[src/rtl/sc_lane_shift_ctrl_if.sv]
`default_nettype none
// +----------------------------------------------------------------------------+
// | Module   : sc_lane_shift_ctrl_if                                           |
// | Purpose  : Bundle of game-event inputs and background-register control     |
// |            outputs exchanged with the lane shift controller.               |
// | Revision : 1.0  initial release                                            |
// +----------------------------------------------------------------------------+
interface sc_lane_shift_ctrl_if;

    // Game-event requests towards the controller
    logic       start_InLow;
    logic       levelup_InLow;
    logic       lose_InLow;
    logic       pause_InHigh;

    // Control towards the downstream background register and pattern mux
    logic       clear_OutLow;
    logic       load_OutLow;
    logic [1:0] shiftselection_Out;
    logic [1:0] transition_selector_Out;
    logic       gameover_OutHigh;

    // Game logic side: raises events, observes register control
    modport master (
        output start_InLow,
        output levelup_InLow,
        output lose_InLow,
        output pause_InHigh,
        input  clear_OutLow,
        input  load_OutLow,
        input  shiftselection_Out,
        input  transition_selector_Out,
        input  gameover_OutHigh
    );

    // Controller side
    modport slave (
        input  start_InLow,
        input  levelup_InLow,
        input  lose_InLow,
        input  pause_InHigh,
        output clear_OutLow,
        output load_OutLow,
        output shiftselection_Out,
        output transition_selector_Out,
        output gameover_OutHigh
    );

endinterface
`default_nettype wire

[src/rtl/sc_lane_shift_ctrl.sv]
`default_nettype none
// +----------------------------------------------------------------------------+
// | Module   : sc_lane_shift_ctrl                                              |
// | Purpose  : Lane background controller. Clears the background register in   |
// |            IDLE, loads the level pattern, then emits a rotate code every   |
// |            PERIOD_Lx clocks while running. Handles pause, level-up and     |
// |            game-over events. All outputs are registered.                   |
// | Options  : SC_LANE_SHIFT_CTRL_DIRTOGGLE_EN - when defined, the rotate      |
// |            direction flips on every level-up and is restored on restart.   |
// | Revision : 1.0  initial release                                            |
// +----------------------------------------------------------------------------+
module sc_lane_shift_ctrl #(
    parameter int         PRESC_WIDTH = 24,
    parameter int         PERIOD_L1   = 12500000,
    parameter int         PERIOD_L2   = 9375000,
    parameter int         PERIOD_L3   = 6250000,
    parameter int         PERIOD_L4   = 3125000,
    parameter logic [1:0] SHIFT_DIR   = 2'b01
) (
    input  wire logic           SC_RegBACKGTYPE_CLOCK_50,
    input  wire logic           SC_RegBACKGTYPE_RESET_InHigh,
    sc_lane_shift_ctrl_if.slave bus
);

    // Terminal prescaler counts, one per level (count wraps after PERIOD-1)
    localparam logic [PRESC_WIDTH-1:0] TERM_L1 = PRESC_WIDTH'(PERIOD_L1 - 1);
    localparam logic [PRESC_WIDTH-1:0] TERM_L2 = PRESC_WIDTH'(PERIOD_L2 - 1);
    localparam logic [PRESC_WIDTH-1:0] TERM_L3 = PRESC_WIDTH'(PERIOD_L3 - 1);
    localparam logic [PRESC_WIDTH-1:0] TERM_L4 = PRESC_WIDTH'(PERIOD_L4 - 1);
    localparam logic [PRESC_WIDTH-1:0] PRESC_ONE = PRESC_WIDTH'(1);
    localparam logic [1:0]             LEVEL_MAX = 2'd3;

    typedef enum logic [2:0] {
        ST_IDLE     = 3'd0,
        ST_LOAD     = 3'd1,
        ST_RUN      = 3'd2,
        ST_PAUSE    = 3'd3,
        ST_LEVELUP  = 3'd4,
        ST_GAMEOVER = 3'd5
    } state_t;

    state_t                  state_q, state_d;
    logic [PRESC_WIDTH-1:0]  presc_q, presc_d;
    logic [1:0]              level_q, level_d;

    // Output registers; their next values are derived from the next state
    logic                    clear_q, clear_d;
    logic                    load_q, load_d;
    logic [1:0]              shift_q, shift_d;
    logic                    gameover_q, gameover_d;

    // Terminal count for the current level and the code driven on a tick
    logic [PRESC_WIDTH-1:0]  term_cnt;
    logic                    at_term;
    logic [1:0]              tick_code;

`ifdef SC_LANE_SHIFT_CTRL_DIRTOGGLE_EN
    logic [1:0]              dir_q, dir_d;

    // Active rotate direction, flipped by level-ups
    always_ff @(posedge SC_RegBACKGTYPE_CLOCK_50 or posedge SC_RegBACKGTYPE_RESET_InHigh) begin
        if (SC_RegBACKGTYPE_RESET_InHigh) begin
            dir_q <= SHIFT_DIR;
        end else begin
            dir_q <= dir_d;
        end
    end

    assign tick_code = dir_q;
`else
    // Fixed direction build: every tick carries the configured code
    assign tick_code = SHIFT_DIR;
`endif

    // Select the wrap point of the prescaler for the current level
    always_comb begin
        term_cnt = TERM_L1;
        case (level_q)
            2'd0:    term_cnt = TERM_L1;
            2'd1:    term_cnt = TERM_L2;
            2'd2:    term_cnt = TERM_L3;
            default: term_cnt = TERM_L4;
        endcase
    end

    assign at_term = (presc_q == term_cnt);

    // State, datapath and output registers; reset forces IDLE outputs at once
    always_ff @(posedge SC_RegBACKGTYPE_CLOCK_50 or posedge SC_RegBACKGTYPE_RESET_InHigh) begin
        if (SC_RegBACKGTYPE_RESET_InHigh) begin
            state_q    <= ST_IDLE;
            presc_q    <= '0;
            level_q    <= 2'd0;
            clear_q    <= 1'b0;
            load_q     <= 1'b1;
            shift_q    <= 2'b00;
            gameover_q <= 1'b0;
        end else begin
            state_q    <= state_d;
            presc_q    <= presc_d;
            level_q    <= level_d;
            clear_q    <= clear_d;
            load_q     <= load_d;
            shift_q    <= shift_d;
            gameover_q <= gameover_d;
        end
    end

    // Next-state, prescaler, level and registered-output decode
    always_comb begin
        state_d = state_q;
        presc_d = presc_q;
        level_d = level_q;
        shift_d = 2'b00;
`ifdef SC_LANE_SHIFT_CTRL_DIRTOGGLE_EN
        dir_d   = dir_q;
`endif

        case (state_q)
            ST_IDLE: begin
                // Waiting for a game: register held clear, level back to the first
                level_d = 2'd0;
                presc_d = '0;
`ifdef SC_LANE_SHIFT_CTRL_DIRTOGGLE_EN
                dir_d   = SHIFT_DIR;
`endif
                if (!bus.start_InLow) begin
                    state_d = ST_LOAD;
                end
            end

            ST_LOAD: begin
                // Single load cycle; motion restarts from a fresh prescaler
                presc_d = '0;
                state_d = ST_RUN;
            end

            ST_RUN: begin
                // Events take precedence over counting and swallow a due tick
                if (!bus.lose_InLow) begin
                    state_d = ST_GAMEOVER;
                end else if (!bus.levelup_InLow) begin
                    state_d = ST_LEVELUP;
                end else if (bus.pause_InHigh) begin
                    state_d = ST_PAUSE;
                end else if (at_term) begin
                    presc_d = '0;
                    shift_d = tick_code;
                end else begin
                    presc_d = presc_q + PRESC_ONE;
                end
            end

            ST_PAUSE: begin
                // Count frozen; a collision still ends the game
                if (!bus.lose_InLow) begin
                    state_d = ST_GAMEOVER;
                end else if (!bus.pause_InHigh) begin
                    state_d = ST_RUN;
                end
            end

            ST_LEVELUP: begin
                if (level_q != LEVEL_MAX) begin
                    level_d = level_q + 2'd1;
                end
`ifdef SC_LANE_SHIFT_CTRL_DIRTOGGLE_EN
                // Flip even at the top level so every level-up is visible
                dir_d   = ~dir_q;
`endif
                state_d = ST_LOAD;
            end

            ST_GAMEOVER: begin
                // Lane frozen until a restart, which begins at the first level
                if (!bus.start_InLow) begin
                    level_d = 2'd0;
`ifdef SC_LANE_SHIFT_CTRL_DIRTOGGLE_EN
                    dir_d   = SHIFT_DIR;
`endif
                    state_d = ST_LOAD;
                end
            end

            default: begin
                state_d = ST_IDLE;
            end
        endcase

        // Clear and load strobes follow the state being entered, so each is
        // asserted for exactly the cycles spent in IDLE and LOAD respectively
        clear_d    = (state_d != ST_IDLE);
        load_d     = (state_d != ST_LOAD);
        gameover_d = (state_d == ST_GAMEOVER);
    end

    assign bus.clear_OutLow            = clear_q;
    assign bus.load_OutLow             = load_q;
    assign bus.shiftselection_Out      = shift_q;
    assign bus.transition_selector_Out = level_q;
    assign bus.gameover_OutHigh        = gameover_q;

endmodule
`default_nettype wire

[src/flat_wrapper.sv]
// flat-port wrapper written by rule: the top's interface ports become plain ports
module sc_lane_shift_ctrl_flat 
#(
    parameter int         PRESC_WIDTH = 24,
    parameter int         PERIOD_L1   = 12500000,
    parameter int         PERIOD_L2   = 9375000,
    parameter int         PERIOD_L3   = 6250000,
    parameter int         PERIOD_L4   = 3125000,
    parameter logic [1:0] SHIFT_DIR   = 2'b01
)
  (SC_RegBACKGTYPE_CLOCK_50, SC_RegBACKGTYPE_RESET_InHigh, bus_start_InLow, bus_levelup_InLow, bus_lose_InLow, bus_pause_InHigh, bus_clear_OutLow, bus_load_OutLow, bus_shiftselection_Out, bus_transition_selector_Out, bus_gameover_OutHigh);
  sc_lane_shift_ctrl_if bus_i ();
  input  wire logic SC_RegBACKGTYPE_CLOCK_50;
  input  wire logic SC_RegBACKGTYPE_RESET_InHigh;
  input wire logic [$bits(bus_i.start_InLow)-1:0] bus_start_InLow;
  input wire logic [$bits(bus_i.levelup_InLow)-1:0] bus_levelup_InLow;
  input wire logic [$bits(bus_i.lose_InLow)-1:0] bus_lose_InLow;
  input wire logic [$bits(bus_i.pause_InHigh)-1:0] bus_pause_InHigh;
  output wire logic [$bits(bus_i.clear_OutLow)-1:0] bus_clear_OutLow;
  output wire logic [$bits(bus_i.load_OutLow)-1:0] bus_load_OutLow;
  output wire logic [$bits(bus_i.shiftselection_Out)-1:0] bus_shiftselection_Out;
  output wire logic [$bits(bus_i.transition_selector_Out)-1:0] bus_transition_selector_Out;
  output wire logic [$bits(bus_i.gameover_OutHigh)-1:0] bus_gameover_OutHigh;
  assign bus_i.start_InLow = bus_start_InLow;
  assign bus_i.levelup_InLow = bus_levelup_InLow;
  assign bus_i.lose_InLow = bus_lose_InLow;
  assign bus_i.pause_InHigh = bus_pause_InHigh;
  assign bus_clear_OutLow = bus_i.clear_OutLow;
  assign bus_load_OutLow = bus_i.load_OutLow;
  assign bus_shiftselection_Out = bus_i.shiftselection_Out;
  assign bus_transition_selector_Out = bus_i.transition_selector_Out;
  assign bus_gameover_OutHigh = bus_i.gameover_OutHigh;
  sc_lane_shift_ctrl #(.PRESC_WIDTH(PRESC_WIDTH), .PERIOD_L1(PERIOD_L1), .PERIOD_L2(PERIOD_L2), .PERIOD_L3(PERIOD_L3), .PERIOD_L4(PERIOD_L4), .SHIFT_DIR(SHIFT_DIR)) u_core (.SC_RegBACKGTYPE_CLOCK_50(SC_RegBACKGTYPE_CLOCK_50), .SC_RegBACKGTYPE_RESET_InHigh(SC_RegBACKGTYPE_RESET_InHigh), .bus(bus_i));
endmodule
[config.mk]
export PLATFORM = sky130hd
export DESIGN_NAME = sc_lane_shift_ctrl_flat
export DESIGN_NICKNAME = d
export VERILOG_FILES = /design/src/rtl/sc_lane_shift_ctrl_if.sv /design/src/rtl/sc_lane_shift_ctrl.sv /design/src/flat_wrapper.sv
export SDC_FILE = /design/constraint.sdc
export NUM_CORES = 1
export LEC_CHECK = 0
export CAP_MARGIN = 30
export CORE_MARGIN = 10
export CORE_UTILIZATION = 55
export DETAILED_ROUTE_END_ITERATION = 7
export GPL_ROUTABILITY_DRIVEN = 1
export PLACE_DENSITY = 0.86
export SETUP_SLACK_MARGIN = 0.02
export SLEW_MARGIN = 20
export SYNTH_ARGS = -nofsm -noshare
export SYNTH_HDL_FRONTEND = slang
export SYNTH_SLANG_ARGS = --single-unit
[constraint.sdc]
create_clock -name SC_RegBACKGTYPE_CLOCK_50 -period 2.75 [get_ports SC_RegBACKGTYPE_CLOCK_50]
set_input_delay 0.55 -clock SC_RegBACKGTYPE_CLOCK_50 [delete_from_list [all_inputs] [get_ports SC_RegBACKGTYPE_CLOCK_50]]
set_output_delay 0.55 -clock SC_RegBACKGTYPE_CLOCK_50 [all_outputs]
set_load 0.02 [all_outputs]
==> run_results.csv, run 1 <==
group,metric,value,unit
global_route,grt_pass1_vias,1463,
yosys,yosysTopAreaCellShare,41.13,%
timing,finalSetupTns,0,ps
yosys,synth_compound_area_share,10.41,%
clock_network,cts_setup_buffers,0,
worst_setup_path,worstSetupStartpointType,"flop",
job,cap_violations,0,
floorplan,die_h,79.50,µm
routing,num_vias,1553,
global_route,grt_max_degree,34,
floorplan,rows,21,
yosys,synth-simple-area-share,26.93,%
routing,drt-wirelength-per-cell,15.43,µm
placed_design,dp_hpwl,2.930,mm
yosys,synthMuxAreaShare,1.607,%
timing,period_share,84.87,%
finish,drive_above_1_share,9.091,%
worst_setup_path,worstSetupEndpointType,"flop",
global_route,antenna_found_initial,0,
timing,fin_ws,416.1,ps
yosys,synth_area_leaders,"dfrtp_1 (41%), nor2_1 (6.2%), xnor2_1 (4.9%), xor2_1 (4.9%), ha_1 (3.9%)",
finish,regArea,827.0,µm²
power_and_ir_drop,leakage,0.0008679,µW
power_and_ir_drop,max-vdd-ir-drop,0.3886,mV
outcome,outcome,"finished, final reports clean",
clock_network,insertion_delay,340,ps
global_route,grt_pass1_wl,6.803,mm
finish,multiInputGateArea,1030,µm²
finish,fillerInstances,290,
routing,ant_nets,0,
finish,instances_no_fill,266,
worst_setup_path,crit_type,"reg -> reg",
worst_setup_path,worstPathRequired,2970,ps
power_and_ir_drop,p_per_area,650.7,nW/µm²
timing,fin_skew,13.70,ps
floorplan,die_area,6319,µm²
yosys,ys.flop_type,"dfrtp_1",
clock_network,clockRootBuffer,"clkbuf_4",
clock_network,clock_path_buffers,2,
finish,nets,231,
floorplan,core,3390,µm²
placed_design,io_buffers,11,
yosys,synthAdderAreaFrac,3.856,%
routing,dr.pass1.iters,4,
timing,drv_slew,0,
timing,grt_setup_unrepaired,"no",
finish,antenna_cells,0,
yosys,synth_area,1947,µm²
yosys,async_reset_ff_share,100.0,%
routing,wl,4.105,mm
yosys,yosysSeqAreaShare,42.48,%
clock_network,htree_levels,2,
routing,drt_iter0_drc,78,
yosys,synth-edff-count,0,
worst_setup_path,cp.arrival,2560,ps
floorplan,dieWidth,79.50,µm
clock_network,postCtsHoldBufs,0,
placed_design,place_congestion,0.9092,
finish,area_delta_synth_final,9.255,%
global_route,grt_use_total,13.30,%
placed_design,dp_slack,291.0,ps
timing,period_minus_slack,2334,ps
yosys,postSynthCellCount,206,
timing,fmax,428.5,MHz
global_route,grt-ovfl-total,0,
clock_network,cts_resized,0,
yosys,synth_top_family_by_area,"simple AND/OR/NAND/NOR gates",
timing,hold_viol,0,
clock_network,clk_pin_slew,100,ps
floorplan,io_pins,13,
yosys,syn-num-nets,218,
placed_design,placed_cells,258,
yosys,yosys.area.top_type,"dfrtp_1",
yosys,yosys_register_bits,33,
yosys,avgSynthCellArea,9.451,µm²
clock_network,clkSinkCount,33,
yosys,synthXorXnorAreaFrac,9.897,%
yosys,yosysWarnings,0,
clock_network,cts_tree,"done",
routing,avgViaCountPerCell,5.838,
worst_setup_path,cp_max_fo,19,
timing,finalSetupViolations,0,
routing,drc,0,
worst_hold_path,hold_class,"reg -> reg",
yosys,yosysUniqueCellTypes,47,
floorplan,initial_core_util,57.44,%
clock_network,numCtsBuffers,5,
[worst max-delay path, cell delays in order (launching register included)]
cell,delay [ps]
dfrtp_1,450
inv_1,130
ha_1,250
nor4b_1,240
o21ai_0,120
a211oi_1,410
a31o_2,490
nor2_1,110
[cells in the final DEF, fill, tap and decap left out, types with 2 or more instances in the layout]
cell type        Yosys  routed
nor2_1              32      32
nand3_1              9       9
o21ai_0              8       8
and4_2               2       2
nor4b_1              3       3
xor2_1              11      11
nor3_1               7       7
clkbuf_4             0       5
a22o_1               2       2
ha_1                 6       6
nor4_1               2       2
nand4_1             12      12
inv_1                8       8
a31oi_1              2       2
dfrtp_1             32      32
xnor2_1             11      11
mux2i_1              2       2
buf_4                1       3
clkdlybuf4s50_1      0      11
a21oi_1              6       6
and4_1               2       2
nand2_1             13      13
and3_1               4       4
o22ai_1              2       2
clkbuf_1             3       2
nand4b_1             3       3
[report_power, final]
group	total, µW	internal (µW)	switching (µW)	leakage, µW
combinational	499	194	304	0.000391
sequential	622	538	83.9	0.000448
clock	263	99.5	164	0.0000293
total	1380	832	552	0.000868
[area by class of cell]
cell class / count / area share, %
Clock buffer: 7 / 2.118
Clock inverter: 1 / 0.2353
Inverter: 8 / 1.412
Multi-Input combinational cell: 157 / 48.41
Sequential cell: 33 / 38.88
Tap cell: 46 / 2.706
Timing Repair Buffer: 14 / 6.235
[through the flow]
stage,instance area (µm²),hold WS [ps],power (µW),util [%]
2_1_floorplan,1947,519.2,1005,-
3_3_place_gp,2077,542.5,1111,61.28
3_5_place_dp,2077,561.3,1127,61.28
4_1_cts,2127,579.9,1386,62.75
5_1_grt,2127,637.0,1467,62.75
6_report,2127,581.6,1384,62.75
[state kept, by name, indices dropped and copies added, names as in the netlist]
signal                              flops
u_core.bus.transition_selector_Out      2
u_core.bus.gameover_OutHigh             1
u_core.bus.clear_OutLow                 1
u_core.bus.load_OutLow                  1
u_core.presc_q                         24
u_core.state_q                          3
u_core.bus.shiftselection_Out           1
[routing by layer]
layer	share of wire, %	up-vias	track usage [%]
met5	0	-	0
met4	1.0	0	3.584
met3	6.1	6	4.730
met2	47	35	20.71
met1	46	757	16.96
li1	-	755	-
[path summary, 6_finish.rpt]
path | startpoint | endpoint | slack, ps | cells after the start
setup / recovery | u_core.bus.transition_selector_Out[0] | u_core.presc_q[7] | 420 | 7
hold / removal | u_core.presc_q[23] | u_core.presc_q[23] | 580 | 2
setup reg to reg | u_core.bus.transition_selector_Out[0] | u_core.presc_q[7] | 420 | 7
hold reg to reg | u_core.presc_q[23] | u_core.presc_q[23] | 580 | 2
max in group asynchronous | SC_RegBACKGTYPE_RESET_InHigh | u_core.bus.load_OutLow | 1820 | 3
min in group asynchronous | SC_RegBACKGTYPE_RESET_InHigh | u_core.bus.transition_selector_Out[0] | 590 | 3
[cell usage after synthesis, types with 2 or more instances]
master,number
nand4b_1,3
a21oi_1,6
dfrtp_1,32
nor4b_1,3
a31oi_1,2
ha_1,6
xor2_1,11
nor4_1,2
nand4_1,12
xnor2_1,11
and4_2,2
and3_1,4
inv_1,8
mux2i_1,2
o21ai_0,8
nand3_1,9
nor3_1,7
o22ai_1,2
a22o_1,2
nor2_1,32
clkbuf_1,3
nand2_1,13
and4_1,2
[cell families (layout without fill, tap and decap cells)]
family	Yosys count	in the layout
DFF	33	33
other	1	1
and+or+nand+nor	97	97
xor gates and xnor gates	22	22
AOI/OAI and AO/OA	28	28
buffers and inverters	16	30
adders and majority gates	6	6
muxes	3	3
(Power assumes the default switching activity.)
==> inputs of run 2 (changes only) <==
clock period = 2.3 ns   (was 2.75 ns; I/O delays follow)
==> run 2 against run 1 <==
  * Count of clock-buffer cells in the layout unchanged
  * Routed wire length grew 3.7%
  * Sequential power increased by 21%
  * Worst setup slack got worse by 270 ps
  * Die area did not move
  * First-iteration DRC count up 41%
  * Global-route usage is 0.87 points higher
  * Non-clock buffer count is 4 higher
  * Critical path type unchanged
  * Largest cell class unchanged
  * Largest power group unchanged
==> run_results.csv, run 2 (synthesis gave the netlist of run 1 again) <==
group,metric,value,unit
timing,drv_slew,0,
worst_setup_path,cpPeakStageDelay,430,ps
placed_design,placed_cell_area,2120,µm²
clock_network,insertion_delay,360,ps
power_and_ir_drop,p_per_area,842.2,nW/µm²
global_route,grt-ovfl-total,0,
finish,final_common_cell,"nor2_1",
floorplan,die_h,79.50,µm
routing,drt_iter0_drc,110,
finish,final_cell_mix,"nor2_1 (32), dfrtp_1 (31), nand2_1 (13), nand4_1 (12)",
timing,fmax,463.3,MHz
clock_network,clkSinkCount,33,
routing,num_vias,1622,
power_and_ir_drop,max-vdd-ir-drop,0.4276,mV
finish,largest_reg_flops,24,
floorplan,dieWidth,79.50,µm
worst_setup_path,crit_type,"reg -> reg",
floorplan,core,3390,µm²
worst_setup_path,cp_max_fo,5,
worst_hold_path,hold_class,"in -> async",
routing,wl,4.258,mm
outcome,outcome,"finished, final reports clean",
worst_setup_path,worstSetupEndpointType,"flop",
worst_setup_path,r2r-end,"u_core.presc_q[3]",
clock_network,htree_levels,2,
worst_setup_path,crit_path_end,"u_core.presc_q[3]",
global_route,grt_pass1_wl,7.279,mm
clock_network,cts_setup_buffers,0,
timing,whs,481.0,ps
global_route,grt_max_degree,34,
floorplan,initial_core_util,57.44,%
placed_design,io_buffers,11,
placed_design,dp_hpwl,3.053,mm
timing,period_share,93.84,%
finish,drive_above_1_share,12.50,%
worst_setup_path,worstSetupStartpointType,"flop",
worst_setup_path,rr_worst_depth,7,
placed_design,place_congestion,0.9007,
worst_setup_path,cp.arrival,2410,ps
routing,avgViaCountPerCell,6.007,
clock_network,numCtsBuffers,5,
finish,fin_area,2217,µm²
worst_setup_path,worstPathRequired,2550,ps
worst_setup_path,startpoint,"u_core.bus.transition_selector_Out[0]",
clock_network,clock_path_buffers,2,
global_route,grt_pass1_vias,1601,
clock_network,clk_pin_slew,110,ps
floorplan,io_pins,13,
clock_network,clockRootBuffer,"clkbuf_4",
finish,area_delta_synth_final,13.88,%
finish,nets,235,
routing,drc,0,
finish,antenna_cells,0,
routing,ant_nets,0,
worst_setup_path,r2r_start,"u_core.bus.transition_selector_Out[0]",
global_route,antenna_found_initial,0,
finish,regMostFlops,"u_core.presc_q",
clock_network,cts_tree,"done",
power_and_ir_drop,fin_total_pwr,1867,µW
timing,hold_viol,0,
routing,dr.pass1.iters,4,
timing,fin_skew,17.91,ps
floorplan,rows,21,
floorplan,die_area,6319,µm²
job,cap_violations,0,
timing,finalSetupTns,0,ps
worst_setup_path,cp_slowest_cell,"dfrtp_2",
finish,post-route-util,65.41,%
worst_setup_path,path_cells,"inv_1 -> ha_1 -> nor4b_2 -> o21ai_0 -> a211oi_2 -> nand4_1 -> o211a_1",
timing,grt_setup_unrepaired,"no",
timing,period_minus_slack,2158,ps
worst_setup_path,ff2ff_setup_slack,140,ps
timing,finalSetupViolations,0,
power_and_ir_drop,leakage,0.0009090,µW
global_route,grt_use_total,14.17,%
routing,drt-wirelength-per-cell,15.77,µm
==> run 2: changes by cell type in the layout (fill, tap and decap cells not counted), sizes merged <==
cell	previous run	this run
bufinv	0	1
clkinv	1	0
buf	3	7
==> run 2: critical path, delay by kind of cell (launching register included) <==
kind	cells	cell delay, ps
AND/OR/NAND/NOR	2	490
flip-flops	1	430
buffers and inverters	1	110
AO/OA/AOI/OAI	3	760
adder cells (fa/ha/maj)	1	260
==> run 2: worst min-delay path by stage <==
stage,slack (ps),to
final,480,u_core.bus.transition_selector_Out[1]
after global routing,550,u_core.bus.transition_selector_Out[1]
after CTS,500,u_core.presc_q[3]
after detailed placement,560,u_core.presc_q[19]
after global placement,540,u_core.presc_q[19]
after floorplan,520,u_core.presc_q[19]
==> run 2: metal layers <==
layer / track usage, % / part of all wire, % / vias up
met3: 4.279 / 6.2 / 15
met5: 0 / 0 / -
met4: 6.631 / 3.2 / 0
met1: 17.45 / 43 / 795
li1: - / - / 767
met2: 22.09 / 47 / 45
==> run 2: stage by stage <==
step	setup slack [ps]	instances
floorplan	198.8	206
global placement	84.39	262
detailed placement	-36.27	262
CTS	39.21	270
global route	66.88	270
finish	141.8	270
==> run 2: layout make-up <==
cell class / instances / area, µm²
clock buffers: 7 / 55.05
fillers: 275 / 1172
flip-flops and latches: 33 / 828.3
repair buffers: 18 / 175.2
inverters: 8 / 30.03
clock inverters: 1 / 30.03
well taps: 46 / 57.56
multi-input cells: 157 / 1041
==> run 2: power breakdown <==
group          leakage [µW]  internal, µW  switching (µW)
Sequential         0.000446           645             105
Clock             0.0000455           259             209
Combinational      0.000417           273             376
==> run 2: repair_timing <==
| action | 4_1_cts | 5_1_grt |
|---|---|---|
| endpoints found under the setup margin | 22 | 22 |
| gates cloned | 0 | 0 |
| hold buffers | 0 | 0 |
| hold endpoints to repair | 0 | 0 |
| resized for setup | 1 | 2 |
